### config.mk
export PLATFORM = sky130hd
export DESIGN_NAME = calc_op_sequencer
export DESIGN_NICKNAME = d
export VERILOG_FILES = /design/src/rtl/calc_pkg.sv /design/src/rtl/op_onehot_decoder.sv /design/src/rtl/calc_op_sequencer.sv
export SDC_FILE = /design/constraint.sdc
export NUM_CORES = 1
export LEC_CHECK = 0
export CORE_MARGIN = 3
export CORE_UTILIZATION = 44
export CTS_CLUSTER_DIAMETER = 40
export DETAILED_ROUTE_END_ITERATION = 12
export GPL_TIMING_DRIVEN = 0
export HOLD_SLACK_MARGIN = 0.08
export PLACE_DENSITY_LB_ADDON = 0.1
export SLEW_MARGIN = 20
export SYNTH_ARGS = -nofsm -noshare
export SYNTH_HDL_FRONTEND = slang
export SYNTH_SLANG_ARGS = --single-unit
export TNS_END_PERCENT = 10
### constraint.sdc
create_clock -name clk -period 2.2 [get_ports clk]
set_clock_uncertainty 0.2 [all_clocks]
set_input_delay 0.44 -clock clk [delete_from_list [all_inputs] [get_ports clk]]
set_output_delay 0.44 -clock clk [all_outputs]
set_load 0.1 [all_outputs]
### src/rtl/calc_pkg.sv
// Shared constants for the calc op sequencer: opcodes, FSM states, widths.
// Imported by calc_op_sequencer and op_onehot_decoder.
package calc_pkg;

  localparam int ACC_W = 32;
  localparam int SEL_W = 16;
  localparam int OP_W  = 4;
  localparam int CNT_W = 8;

  localparam logic [OP_W-1:0] OP_ADD = 4'd0;
  localparam logic [OP_W-1:0] OP_SUB = 4'd1;
  localparam logic [OP_W-1:0] OP_AND = 4'd2;
  localparam logic [OP_W-1:0] OP_OR  = 4'd3;
  localparam logic [OP_W-1:0] OP_XOR = 4'd4;
  localparam logic [OP_W-1:0] OP_MUL = 4'd5;
  localparam logic [OP_W-1:0] OP_DIV = 4'd6;

  localparam logic [1:0] ST_IDLE    = 2'd0;
  localparam logic [1:0] ST_SELECT  = 2'd1;
  localparam logic [1:0] ST_WAIT    = 2'd2;
  localparam logic [1:0] ST_CAPTURE = 2'd3;

endpackage

### src/rtl/op_onehot_decoder.sv
// Combinational 4-bit opcode to 16-bit one-hot select.
// Ports: op (in, OP_W), onehot (out, SEL_W).
module op_onehot_decoder
  import calc_pkg::*;
(
  input  logic [OP_W-1:0]  op,
  output logic [SEL_W-1:0] onehot
);

  always_comb begin
    onehot     = '0;
    onehot[op] = 1'b1;
  end

endmodule

### src/rtl/calc_op_sequencer.sv
// Command sequencer driving a 16-way one-hot result mux into an accumulator.
// Ports: clk, rst_n, cmd_valid/ready/op/clr, hotselect, muxout, err_in,
// acc, done, err. Option: CALC_ERR_EN enables err_in gating and sticky err.
module calc_op_sequencer
  import calc_pkg::*;
#(
  parameter int               MULTI_LAT  = 8,
  parameter logic [SEL_W-1:0] MULTI_MASK = 16'h0060,
  parameter logic [ACC_W-1:0] ACC_INIT   = '0
) (
  input  logic             clk,
  input  logic             rst_n,
  input  logic             cmd_valid,
  output logic             cmd_ready,
  input  logic [OP_W-1:0]  cmd_op,
  input  logic             cmd_clr,
  output logic [SEL_W-1:0] hotselect,
  input  logic [ACC_W-1:0] muxout,
  input  logic [SEL_W-1:0] err_in,
  output logic [ACC_W-1:0] acc,
  output logic             done,
  output logic             err
);

  logic [1:0]       state;
  logic [OP_W-1:0]  op_q;
  logic [CNT_W-1:0] cnt;
  logic [SEL_W-1:0] dec;
  logic             accept;
  logic             cap_ok;

  op_onehot_decoder u_dec (
    .op     (cmd_op),
    .onehot (dec)
  );

  assign cmd_ready = (state == ST_IDLE);
  assign accept    = cmd_valid & cmd_ready;

`ifdef CALC_ERR_EN
  assign cap_ok = ~err_in[op_q];
`else
  logic unused_err_in;
  assign unused_err_in = ^err_in;
  assign cap_ok        = 1'b1;
  assign err           = 1'b0;
`endif

  always_ff @(posedge clk or negedge rst_n) begin
    if (!rst_n) begin
      state     <= ST_IDLE;
      op_q      <= '0;
      cnt       <= '0;
      hotselect <= '0;
      acc       <= ACC_INIT;
      done      <= 1'b0;
    end else begin
      done <= 1'b0;
      unique case (state)
        ST_IDLE: begin
          if (accept) begin
            op_q <= cmd_op;
            if (cmd_clr) begin
              acc  <= ACC_INIT;
              done <= 1'b1;
            end else begin
              // select goes out with SELECT so the mux settles early
              hotselect <= dec;
              state     <= ST_SELECT;
            end
          end
        end
        ST_SELECT: begin
          if (MULTI_MASK[op_q]) begin
            cnt   <= CNT_W'(MULTI_LAT - 1);
            state <= ST_WAIT;
          end else begin
            state <= ST_CAPTURE;
          end
        end
        ST_WAIT: begin
          if (cnt == '0) state <= ST_CAPTURE;
          else           cnt   <= cnt - 1'b1;
        end
        ST_CAPTURE: begin
          if (cap_ok) acc <= muxout;
          done      <= 1'b1;
          hotselect <= '0;
          state     <= ST_IDLE;
        end
      endcase
    end
  end

`ifdef CALC_ERR_EN
  always_ff @(posedge clk or negedge rst_n) begin
    if (!rst_n) begin
      err <= 1'b0;
    end else if (state == ST_IDLE && accept && cmd_clr) begin
      err <= 1'b0;
    end else if (state == ST_CAPTURE && !cap_ok) begin
      err <= 1'b1;
    end
  end
`endif

endmodule
# Word level (Yosys, flattened, before mapping)
# Memories as Yosys holds them, arrays and structs flattened.
# Cells that the tools add are included.
dict set report totals {
  wordCells 51
  memories 1
  reg_bits 63
  inputBits 56
  mem_bits_ro 16
}
# memory words word_bits rd rd_ports_with_merged_regs wr line_no
set memory_table {}
lappend memory_table {{(name not given)} 16 1 1 0 0 calc_op_sequencer.sv:74} ;# if (MULTI_MASK[op_q]) begin
dict set report op_classes {
  n_mux 20
  add_sub_neg 1
  bitwise 1
  n_lt_le_gt_ge 3
  reduce_logical 10
  n_eq_ne 9
}
# op count
set ops {}
lappend ops {{$mux 32} 2}
lappend ops {{$pmux 32 s2} 1}
lappend ops {{$mux 16} 2}
lappend ops {{$pmux 16 s2} 1}
lappend ops {{$mux 8} 2}
lappend ops {{$pmux 8 s2} 1}
lappend ops {{$reduce_and 3->1} 4}
lappend ops {{$lt 4x5->1 const B} 2}
lappend ops {{$logic_not 8->1} 1}
lappend ops {{$ne 2x2->1 const B} 4}
lappend ops {{$pmux 2 s4} 1}
lappend ops {{$sub 8x1->8 const B} 1}
lappend ops {{$mux 2} 3}
lappend ops {{$mux 1} 5}
lappend ops {{$demux 1 s4} 1}
lappend ops {{$eq 2x2->1 const B} 2}
lappend ops {{$ge 4x1->1 const B} 1}
lappend ops {{$ne 2x1->1 const B} 2}
lappend ops {{$reduce_bool 2->1} 2}
lappend ops {{$eq 2x1->1 const B} 1}
lappend ops {{$logic_not 2->1} 1}
lappend ops {{$pmux 1 s2} 1}
lappend ops {{$reduce_and 2->1} 1}
lappend ops {{$and 1x1->1} 1}
lappend ops {{$logic_and 1x1->1} 1}

# Depth between registers and ports, before layout
# Gate-level depths: netlist (run 1).
dict set report logic_depth {
  ltp_word 7
  ltp_mapped 6
}

# Modules after synthesis
# From an unflattened synthesis (run 1), not the netlist that was laid out.
dict set report unflattened {
  hier_cells 313
  hier_area_um2 3005.4
}
# mod n_inst seq_area_each_um2 area_per_inst_um2 cells_per_inst
set modules_own_cells {}
lappend modules_own_cells {calc_op_sequencer 1 1576.5 2778.9 293}
lappend modules_own_cells {op_onehot_decoder 1 0.0 226.5 20}

# Worst setup path before layout (run 1)
# No wires, ideal clock.
dict set report synth_path {
  kind {reg2reg}
  from {register state[0]}
  to {register hotselect[0]}
  synth_period_minus_slack_ns 2.389
  setup_slack_ns -0.189
  stages_incl_launch_ff 7
  arrival_ns 2.078
  n_path_buf 1
  cell_sequence {dfrtp_1 -> inv_1 -> ha_1 -> a21o_1 -> clkbuf_1 -> nand2_1 -> o41ai_1}
}
dict set report synth_between {
  elab_chain_len 4
  elab_cells_between_ends 8
}
# item line_no
set synth_rtl {}
lappend synth_rtl {{start: declaration} calc_op_sequencer.sv:25} ;# logic [1:0] state;
lappend synth_rtl {{start signal: assignment} calc_op_sequencer.sv:51} ;# state <= ST_IDLE;
lappend synth_rtl {{start signal: assignment} calc_op_sequencer.sv:69} ;# state <= ST_SELECT;
lappend synth_rtl {{start signal: assignment} calc_op_sequencer.sv:76} ;# state <= ST_WAIT;
lappend synth_rtl {{$logic_not 2->1 (*)} calc_op_sequencer.sv:37} ;# assign cmd_ready = (state == ST_IDLE);
lappend synth_rtl {{via cmd_ready} calc_op_sequencer.sv:14} ;# output logic cmd_ready,
lappend synth_rtl {{$and 1x1->1} calc_op_sequencer.sv:38} ;# assign accept = cmd_valid & cmd_ready;
lappend synth_rtl {{$ne 2x1->1 (no source line)} -}
lappend synth_rtl {{$reduce_and 3->1 (no source line)} -}
lappend synth_rtl {{end signal: assignment} calc_op_sequencer.sv:54} ;# hotselect <= '0;
lappend synth_rtl {{end signal: assignment} calc_op_sequencer.sv:68} ;# hotselect <= dec;
lappend synth_rtl {{end signal: assignment} calc_op_sequencer.sv:88} ;# hotselect <= '0;
lappend synth_rtl {{end: declaration} calc_op_sequencer.sv:17} ;# output logic [SEL_W-1:0] hotselect,
# Mark *: on every way through the listed nets, which the timed path passes. The rest lies on a longest branch.
# A chain may end at the register's enable or synchronous reset.

# Final worst setup path (run 1)
dict set report layout_path {
  from {register acc[2]}
  to {output acc[2]}
}
# item line_no
set layout_rtl {}
lappend layout_rtl {{start: declaration} calc_op_sequencer.sv:20} ;# output logic [ACC_W-1:0] acc,
lappend layout_rtl {{start signal: assignment} calc_op_sequencer.sv:86} ;# if (cap_ok) acc <= muxout;
# No word-level cell between the ends.

==> metrics.yaml, run 1 <==
hold_class: "reg2reg"
yosys.area.top_type: "dfrtp_1"
p_per_area_mw_per_mm2: 1630
worst-r2r-setup-slack_ns: 0.09
tightest_slew_ns: 0.974
final_area_mm2: 0.00384
hpwl_um: 4880
drt-initial-drc-count: 72
finalCriticalPeriod_ns: 2.17
antenna_found_initial: 0
grt_pass1_wl_um: 11200
place_area_mm2: 0.00382
synthTopCellsByArea: "dfrtp_1 56%, nand2_1 12%, nand3_1 6.1%, o31ai_1 4.5%, ha_1 2.7%"
synth_cell_types: 35
wl_met2_um: 3110
die_area_mm2: 0.00737
synth_area_per_cell_um2: 9.64
ys_seq_area_frac: 0.562
drc: 0
cp_slowest_cell: "clkdlybuf4s15_1"
io_pins: 107
overflow: 0
clock_latency_ns: 0.34
viasPerCell: 5.11
diodes: 0
cts_buffer_depth: 2
synth_mux_area_frac: 0.0156
core-area_mm2: 0.00606
port_buffers: 89
synthXorXnorAreaFrac: 0.00580
reg2reg_depth: 6
grt_max_degree: 46
start_util: 0.463
synthAdderAreaFrac: 0.0268
cts_root_buf: "clkbuf_8"
numCtsBuffers: 9
cp.depth: 1
ant_nets: 0
status: "finished, final reports clean"
syn_inst: 291
yosysWarnings: 0
synth_top_family_by_area: "simple AND/OR/NAND/NOR gates"
wl_met1_um: 2810
wl_per_cell_um: 13.8
synth_compound_area_frac: 0.112
cp_max_fo: 2
drv_slew: 0
path_cells: "clkdlybuf4s15_1"
crit_path_end_kind: "output pin"
cts_tree: "built"
final_layout_size_suffix_gt1_frac: 0.176
critPathLaunchType: "flip-flop"
die_h_um: 85.8
hold_viol_final: 0
wirelength_um: 6540
crit_path_start: "acc[2]"
synth-seq-cells: 63
rsz0062_at_grt: "true"
max-slew-margin-rel: 0.353
post_cts_buffers: 0
maxCapViolCount: 0
required_ns: 1.56
routed-wl-met3_um: 516
area_growth_pct: 37.1
cts.htree.levels: 3
r2r-start: "state[0]"
cts_sinks: 63
rows: 28
cts.clk_slew.worst_paths_ns: 0.07
r2r_end: "cnt[7]"
grt_use_total: 0.194
crit_type: "reg2out"
syn_nets: 353
synth_simple_gate_area_share: 0.246
postLayoutSetupSlackWorst_ns: 0.0253
crit_path_end: "acc[2]"
finish.utilization: 0.634
arrival_ns: 1.53
max_stage_delay_ns: 0.84
drt-pass1-iter-count: 4
ir_drop_uv: 819
routed.top_layer: "met4"
vias: 2419
synth_area_mm2: 0.00281
gp_congestion: 0.817
path_buf_inv: 1
die_w_um: 85.8
fin_crit_sh: 0.988
synth_top_area_frac: 0.562
fmax_ghz: 0.460
setup-violations-final: 0
grt_pass1_vias: 2387
leakagePower_nw: 1.91
cp_top_family: "buffers and inverters"
preCtsSetupSlack_ns: -0.374
nets: 455
-- Yosys cell counts --
| cell type | count |
|---|---|
| nand2_1 | 89 |
| dfrtp_1 | 63 |
| nand3_1 | 34 |
| o31ai_1 | 17 |
| clkbuf_1 | 13 |
| a21oi_1 | 10 |
| inv_1 | 8 |
| ha_1 | 6 |
| nor2_1 | 6 |
| nand2b_1 | 4 |
| or3_1 | 4 |
| or4_1 | 4 |
| mux2_2 | 3 |
| o21ai_0 | 3 |
| o41ai_1 | 3 |
| a21boi_2 | 2 |
| a21o_1 | 2 |
| a31oi_1 | 2 |
| nor2b_1 | 2 |
| a21bo_2 | 1 |
| a21o_4 | 1 |
| a31o_2 | 1 |
| and3_1 | 1 |
| and4_2 | 1 |
| buf_4 | 1 |
| conb_1 | 1 |
| mux2i_1 | 1 |
| nand4_1 | 1 |
| nand4b_1 | 1 |
| nor3_1 | 1 |
| nor4_2 | 1 |
| nor4bb_2 | 1 |
| o32a_1 | 1 |
| or2_2 | 1 |
| xor2_2 | 1 |
-- layer usage --
metal	global-route usage	vias up
li1	-	1200
met1	0.237	1146
met2	0.312	63
met3	0.0701	10
met4	0.0763	0
met5	0	-
-- metrics by stage --
step	total power, W	setup TNS [ns]	hold slack, ns	cells
6_report	0.00628	0	0.264	473
3_3_place_gp	0.00555	-102.80	0.248	455
5_1_grt	0.00672	-0.276	0.290	473
2_1_floorplan	0.00462	0	-0.0556	291
4_1_cts	0.00638	0	0.266	473
3_5_place_dp	0.00561	-3.88	0.139	456
-- flip-flops by register name, indices dropped and copies added, names as in the netlist --
name and flops:
acc 32, hotselect 16, cnt 8, op_q 4, state 2, done 1
-- repair_timing --
item / in CTS / in global routing
endpoints found under the hold margin: 20 / 0
endpoints found under the setup margin: 50 / 64
resized for setup: 81 / 59
hold buffers: 1 / 0
pin swaps: 0 / 0
-- cells in the final DEF, fill, tap and decap left out, types with 2 or more instances in the layout --
master,n
o41ai_1,3
nand2b_1,4
clkdlybuf4s50_1,38
ha_1,5
clkbuf_2,33
nor2b_1,2
nand3_1,34
clkinv_2,2
or3_1,4
nor2_1,6
clkinv_4,2
a21boi_2,2
inv_1,8
clkbuf_1,12
a31oi_1,2
o31ai_1,17
dfrtp_1,63
or4_1,4
clkdlybuf4s15_2,2
buf_4,3
o21ai_0,3
clkdlybuf4s15_1,14
mux2_2,3
a21o_1,2
clkbuf_8,9
a21oi_1,9
nand2_1,89
clkinvlp_4,3
-- report_power, final --
part / internal [W] / leakage, nW / switching, W / total, W
Combinational: 0.000806 / 0.989 / 0.00288 / 0.00368
Sequential: 0.00149 / 0.837 / 0.000219 / 0.00171
Clock: 0.000407 / 0.0812 / 0.000479 / 0.000886
Total: 0.00270 / 1.91 / 0.00358 / 0.00628
-- cell type report --
cell class | count | area (um2)
well taps | 75 | 93.8
flip-flops and latches | 63 | 1580
fillers | 554 | 2220
inverters | 8 | 30.0
clock buffers | 9 | 124
clock inverters | 7 | 50.0
plain buffers | 14 | 57.6
repair buffers | 91 | 764
multi-input cells | 206 | 1150
-- logic make-up after synthesis --
logic type                 Yosys count
buffers and inverters               22
adders and majority gates            6
xor gates and xnor gates             1
AOI/OAI and AO/OA                   43
and+or+nand+nor                    151
DFF                                 63
other                                1
muxes                                4
-- how the worst min path moves through the flow --
stage,from,slack [ns],cells after the start,to
floorplan,rst_n,-0.06,0,acc[0]
global placement,acc[13],0.25,2,acc[13]
detailed placement,rst_n,0.14,1,hotselect[12]
CTS,acc[18],0.27,2,acc[18]
global route,acc[18],0.29,2,acc[18]
finish,acc[26],0.26,2,acc[26]
Note: power is estimated with default switching activity, not from simulation.
==> run 2: changes to the inputs <==
Settings changed: CORE_MARGIN 3 to 4, CORE_UTILIZATION 44 to 62, DONT_BUFFER_PORTS from default to 1, PLACE_DENSITY from default to 0.78, PLACE_DENSITY_LB_ADDON 0.1 to default.
==> metrics.yaml, run 2 (same netlist as run 1, synthesis figures left out) <==
p_comb_frac: 0.325
drt-initial-drc-count: 243
ant_nets: 0
fill_cells: 235
postLayoutSetupSlackWorst_ns: 0.0279
numCtsBuffers: 9
leakagePower_nw: 1.72
final_cells: 397
cts_sinks: 63
hold_class: "in2reg"
critPathLaunchType: "flip-flop"
hold_viol_final: 0
cp_slowest_cell: "or4_1"
setup-violations-final: 0
finalCriticalPeriod_ns: 2.17
grt_pass1_wl_um: 12200
core-area_mm2: 0.00435
grt_use_total: 0.293
die_area_mm2: 0.00566
final_cell_mix: "89 x nand2_1, 63 x dfrtp_1, 37 x dlygate4sd3_1"
start_util: 0.644
dp_cells: 343
largestRegisters: "acc (32), hotselect (16), cnt (8)"
overflow: 0
status: "finished, final reports clean"
cts_tree: "built"
p_int_w: 0.00282
fmax_ghz: 0.460
drc: 0
p_per_area_mw_per_mm2: 1840
regMostFlops: "acc"
maxCapViolCount: 0
final_layout_size_suffix_gt1_frac: 0.113
tightest_slew_ns: 0.959
grt_max_degree: 64
wl_per_cell_um: 19.3
path_cells: "inv_1 -> ha_1 -> nor4bb_4 -> a21o_4 -> or4_1 -> a21oi_1"
wirelength_um: 7660
p_seq_frac: 0.495
cts_root_buf: "clkbuf_8"
gp_congestion: 0.803
clock_latency_ns: 0.34
rows: 24
vias: 2401
area_growth_pct: 25.8
die_h_um: 75.3
port_buffers: 0
drt-pass1-iter-count: 4
arrival_ns: 2.23
cts_buffer_depth: 2
crit_path_end_kind: "flip-flop"
preCtsSetupSlack_ns: -0.130
hpwl_um: 4410
power_switching_w: 0.00368
drv_slew: 0
finish.utilization: 0.810
cts.htree.levels: 3
viasPerCell: 6.05
multiInputGateArea_mm2: 0.00116
seq_area_mm2: 0.00158
final_common_cell: "nand2_1"
nets: 402
die_w_um: 75.3
grt_pass1_vias: 2499
antenna_found_initial: 0
largest_register_ffs: 32
max_stage_delay_ns: 0.50
clockPowerShare: 0.180
ir_drop_uv: 1390
worst-r2r-setup-slack_ns: 0.03
diodes: 0
required_ns: 2.26
cp_max_fo: 8
holdWs_ns: 0.118
power.share.switching: 0.566
power_w: 0.00650
cts.clk_slew.worst_paths_ns: 0.08
max-slew-margin-rel: 0.361
fin_crit_sh: 0.987
io_pins: 107
crit_type: "reg2reg"
rsz0062_at_grt: "true"
-- run 2: cell count changes in the layout (fill, tap and decap cells not counted), moves of 2 or more --
cell and delta:
buf_4 -2, bufinv_16 +2, clkbuf_1 -6, clkbuf_2 -26, clkdlybuf4s15_1 -14, clkdlybuf4s15_2 -2, clkdlybuf4s50_1 -38, clkinv_2 -2
dlygate4sd3_1 +36
-- run 2: power groups by stage --
stage / Clock (W) / Combinational, W / Sequential (W)
2_1_floorplan: 0 / 0.00147 / 0.00315
3_3_place_gp: 0 / 0.00178 / 0.00322
3_5_place_dp: 0 / 0.00186 / 0.00323
4_1_cts: 0.00116 / 0.00199 / 0.00321
5_1_grt: 0.00122 / 0.00235 / 0.00326
6_report: 0.00117 / 0.00212 / 0.00322
-- run 2: cell type report --
type / count / area share
inverters: 8 / 0.00851
clock inverters: 6 / 0.0262
flip-flops and latches: 63 / 0.447
well taps: 52 / 0.0184
repair buffers: 38 / 0.113
plain buffers: 14 / 0.0184
clock buffers: 10 / 0.0390
multi-input cells: 206 / 0.330
-- run 2: worst max-delay path, delay by kind of cell, from the launching register on --
kind / cells / cell delay, ns
buffers and inverters: 1 / 0.11
and+or+nand+nor: 2 / 0.68
AOI/OAI and AO/OA: 2 / 0.42
adders and majority gates: 1 / 0.27
DFF: 1 / 0.41
-- run 2: stage by stage --
step	TNS, ns	area, um2
after CTS	0	3510
after global placement	-0.471	2870
after detailed placement	-2.15	2870
after floorplan	0	2810
after global routing	-0.520	3530
final	0	3530
-- run 2: path summary, 6_finish.rpt --
kind / start / end / cells past startpoint
setup / recovery: state[0] / cnt[7] / 6
hold reg to reg: cnt[0] / cnt[0] / 1
setup reg to reg: state[0] / cnt[7] / 6
min in group asynchronous: rst_n / acc[9] / 2
max in group asynchronous: rst_n / cnt[7] / 2
hold / removal: cmd_clr / done / 2
-- run 2: per-layer routing --
metal | part of all wire | vias up | wire (um) | track usage
li1 | - | 1095 | - | -
met1 | 0.37 | 1143 | 2840 | 0.344
met2 | 0.51 | 133 | 3900 | 0.491
met3 | 0.080 | 30 | 615 | 0.0828
met4 | 0.039 | 0 | 299 | 0.151
met5 | 0 | - | 0 | 0
-- run 2: timing repair --
item / 4_1_cts / 5_1_grt
endpoints found under the setup margin: 46 / 51
hold endpoints to repair: 101 / 0
cloned: 0 / 0
hold buffers: 38 / 0
gates resized for setup: 1 / 15
setup buffers: 0 / 0
==> run 3: changes to the inputs <==
Settings changed: CORE_UTILIZATION 62 to 44, DONT_BUFFER_PORTS 1 to default, PLACE_DENSITY 0.78 to 0.8.
==> metrics.yaml, run 3 (same netlist as run 1, synthesis figures left out) <==
status: "finished, final reports clean"
diodes: 0
rows: 28
antenna_found_initial: 0
numCtsBuffers: 9
grt_use_total: 0.195
seq_area_mm2: 0.00158
hold_class: "in2async"
die_h_um: 87.8
required_ns: 1.56
final_cell_mix: "89 x nand2_1, 63 x dfrtp_1, 38 x clkdlybuf4s50_1"
wirelength_um: 6960
crit_path_end_kind: "output pin"
cts_tree: "built"
max_stage_delay_ns: 0.83
die_w_um: 87.8
cts_buffer_depth: 2
port_buffers: 89
drt-initial-drc-count: 82
finalCriticalPeriod_ns: 2.16
p_per_area_mw_per_mm2: 1660
final_layout_size_suffix_gt1_frac: 0.183
p_int_w: 0.00285
path_buf_inv: 1
overflow: 0
clockPowerShare: 0.159
path_cells: "clkdlybuf4s15_1"
rsz0062_at_grt: "true"
clock_latency_ns: 0.34
hold_viol_final: 0
fin_crit_sh: 0.983
area_growth_pct: 38.9
core-area_mm2: 0.00606
drv_slew: 0
p_seq_frac: 0.264
power_switching_w: 0.00363
vias: 2467
critPathLaunchType: "flip-flop"
max-slew-margin-rel: 0.363
regMostFlops: "acc"
cts.htree.levels: 3
crit_type: "reg2out"
grt_pass1_vias: 2549
power.share.switching: 0.561
preCtsSetupSlack_ns: -0.399
grt_max_degree: 58
ant_nets: 0
postLayoutSetupSlackWorst_ns: 0.0373
fill_cells: 500
cts.clk_slew.worst_paths_ns: 0.08
start_util: 0.463
arrival_ns: 1.52
tightest_slew_ns: 0.960
setup-violations-final: 0
holdWs_ns: 0.258
gp_congestion: 0.806
drc: 0
grt_pass1_wl_um: 11600
io_pins: 107
cp_max_fo: 2
die_area_mm2: 0.00772
drt-pass1-iter-count: 4
largestRegisters: "acc (32), hotselect (16), cnt (8)"
leakagePower_nw: 1.92
largest_register_ffs: 32
fmax_ghz: 0.462
ir_drop_uv: 857
cts_root_buf: "clkbuf_8"
maxCapViolCount: 0
final_common_cell: "nand2_1"
hpwl_um: 5140
multiInputGateArea_mm2: 0.00115
nets: 456
cp_top_family: "buffers and inverters"
cts_sinks: 63
p_comb_frac: 0.577
wl_per_cell_um: 14.7
cp_slowest_cell: "clkdlybuf4s15_1"
viasPerCell: 5.20
[run 3: cell count changes in the layout (fill, tap and decap cells not counted), sizes merged]
cell	previous run	this run
clkdlybuf4s50	0	38
dlygate4sd3	37	1
clkbuf	23	52
clkdlybuf4s15	0	18
buf	2	5
inv	9	11
bufinv	2	1
dlygate4sd2	0	1
[run 3: power groups by stage]
stage	logic, W	clock network [W]	registers [W]
after floorplan	0.00147	0	0.00315
after global placement	0.00383	0	0.00172
after detailed placement	0.00390	0	0.00173
after CTS	0.00381	0.00106	0.00171
after global routing	0.00404	0.00110	0.00176
final	0.00374	0.00103	0.00171
[run 3: worst paths after layout]
kind / endpoint / depth (start not counted) / startpoint / slack [ns]
max: acc[7] / 1 / acc[7] / 0.04
min reg2reg: acc[0] / 2 / acc[0] / 0.27
min in group clk: acc[0] / 2 / acc[0] / 0.27
max reg2reg: cnt[3] / 6 / cnt[0] / 0.12
min: acc[25] / 2 / rst_n / 0.26
max in group asynchronous: acc[14] / 3 / rst_n / 1.04
[run 3: metrics by stage]
step | setup TNS [ns] | total power [W] | util | cells | cell area [um2]
after detailed placement | -2.54 | 0.00563 | 0.630 | 456 | 3820
after global placement | -102.32 | 0.00554 | 0.626 | 455 | 3790
after CTS | -0.000297 | 0.00658 | 0.665 | 473 | 4030
after global routing | -0.0182 | 0.00689 | 0.643 | 474 | 3900
final | 0 | 0.00648 | 0.643 | 474 | 3900
after floorplan | 0 | 0.00462 | - | 291 | 2810
[run 3: layout make-up]
class | count | share of cell area
buffer | 14 | 0.0145
clock buffer | 9 | 0.0318
clock inverter | 7 | 0.0206
inverter | 8 | 0.00771
multi-input combinational | 206 | 0.294
sequential | 63 | 0.405
tap | 75 | 0.0241
timing repair buffer | 92 | 0.202
[run 3: per-layer routing]
| metal | vias up | wire length (um) | global-route usage |
|---|---|---|---|
| li1 | 1203 | - | - |
| met1 | 1171 | 2900 | 0.228 |
| met2 | 76 | 3200 | 0.316 |
| met3 | 17 | 660 | 0.0865 |
| met4 | 0 | 206 | 0.0795 |
| met5 | - | 0 | 0 |
[run 3: worst register-to-register path, stage by stage, from the launching register on]
cell	delay, ns
dfrtp_1	0.39
inv_1	0.09
ha_1	0.21
nor4bb_2	0.18
a21o_4	0.26
or4_1	0.51
a21oi_1	0.17
[run 3: what timing repair did]
item	CTS	global route
buffers inserted	0	1
endpoints found under the setup margin	50	43
gates resized for setup	104	37
endpoints found under the hold margin	63	0
hold buffers	1	0
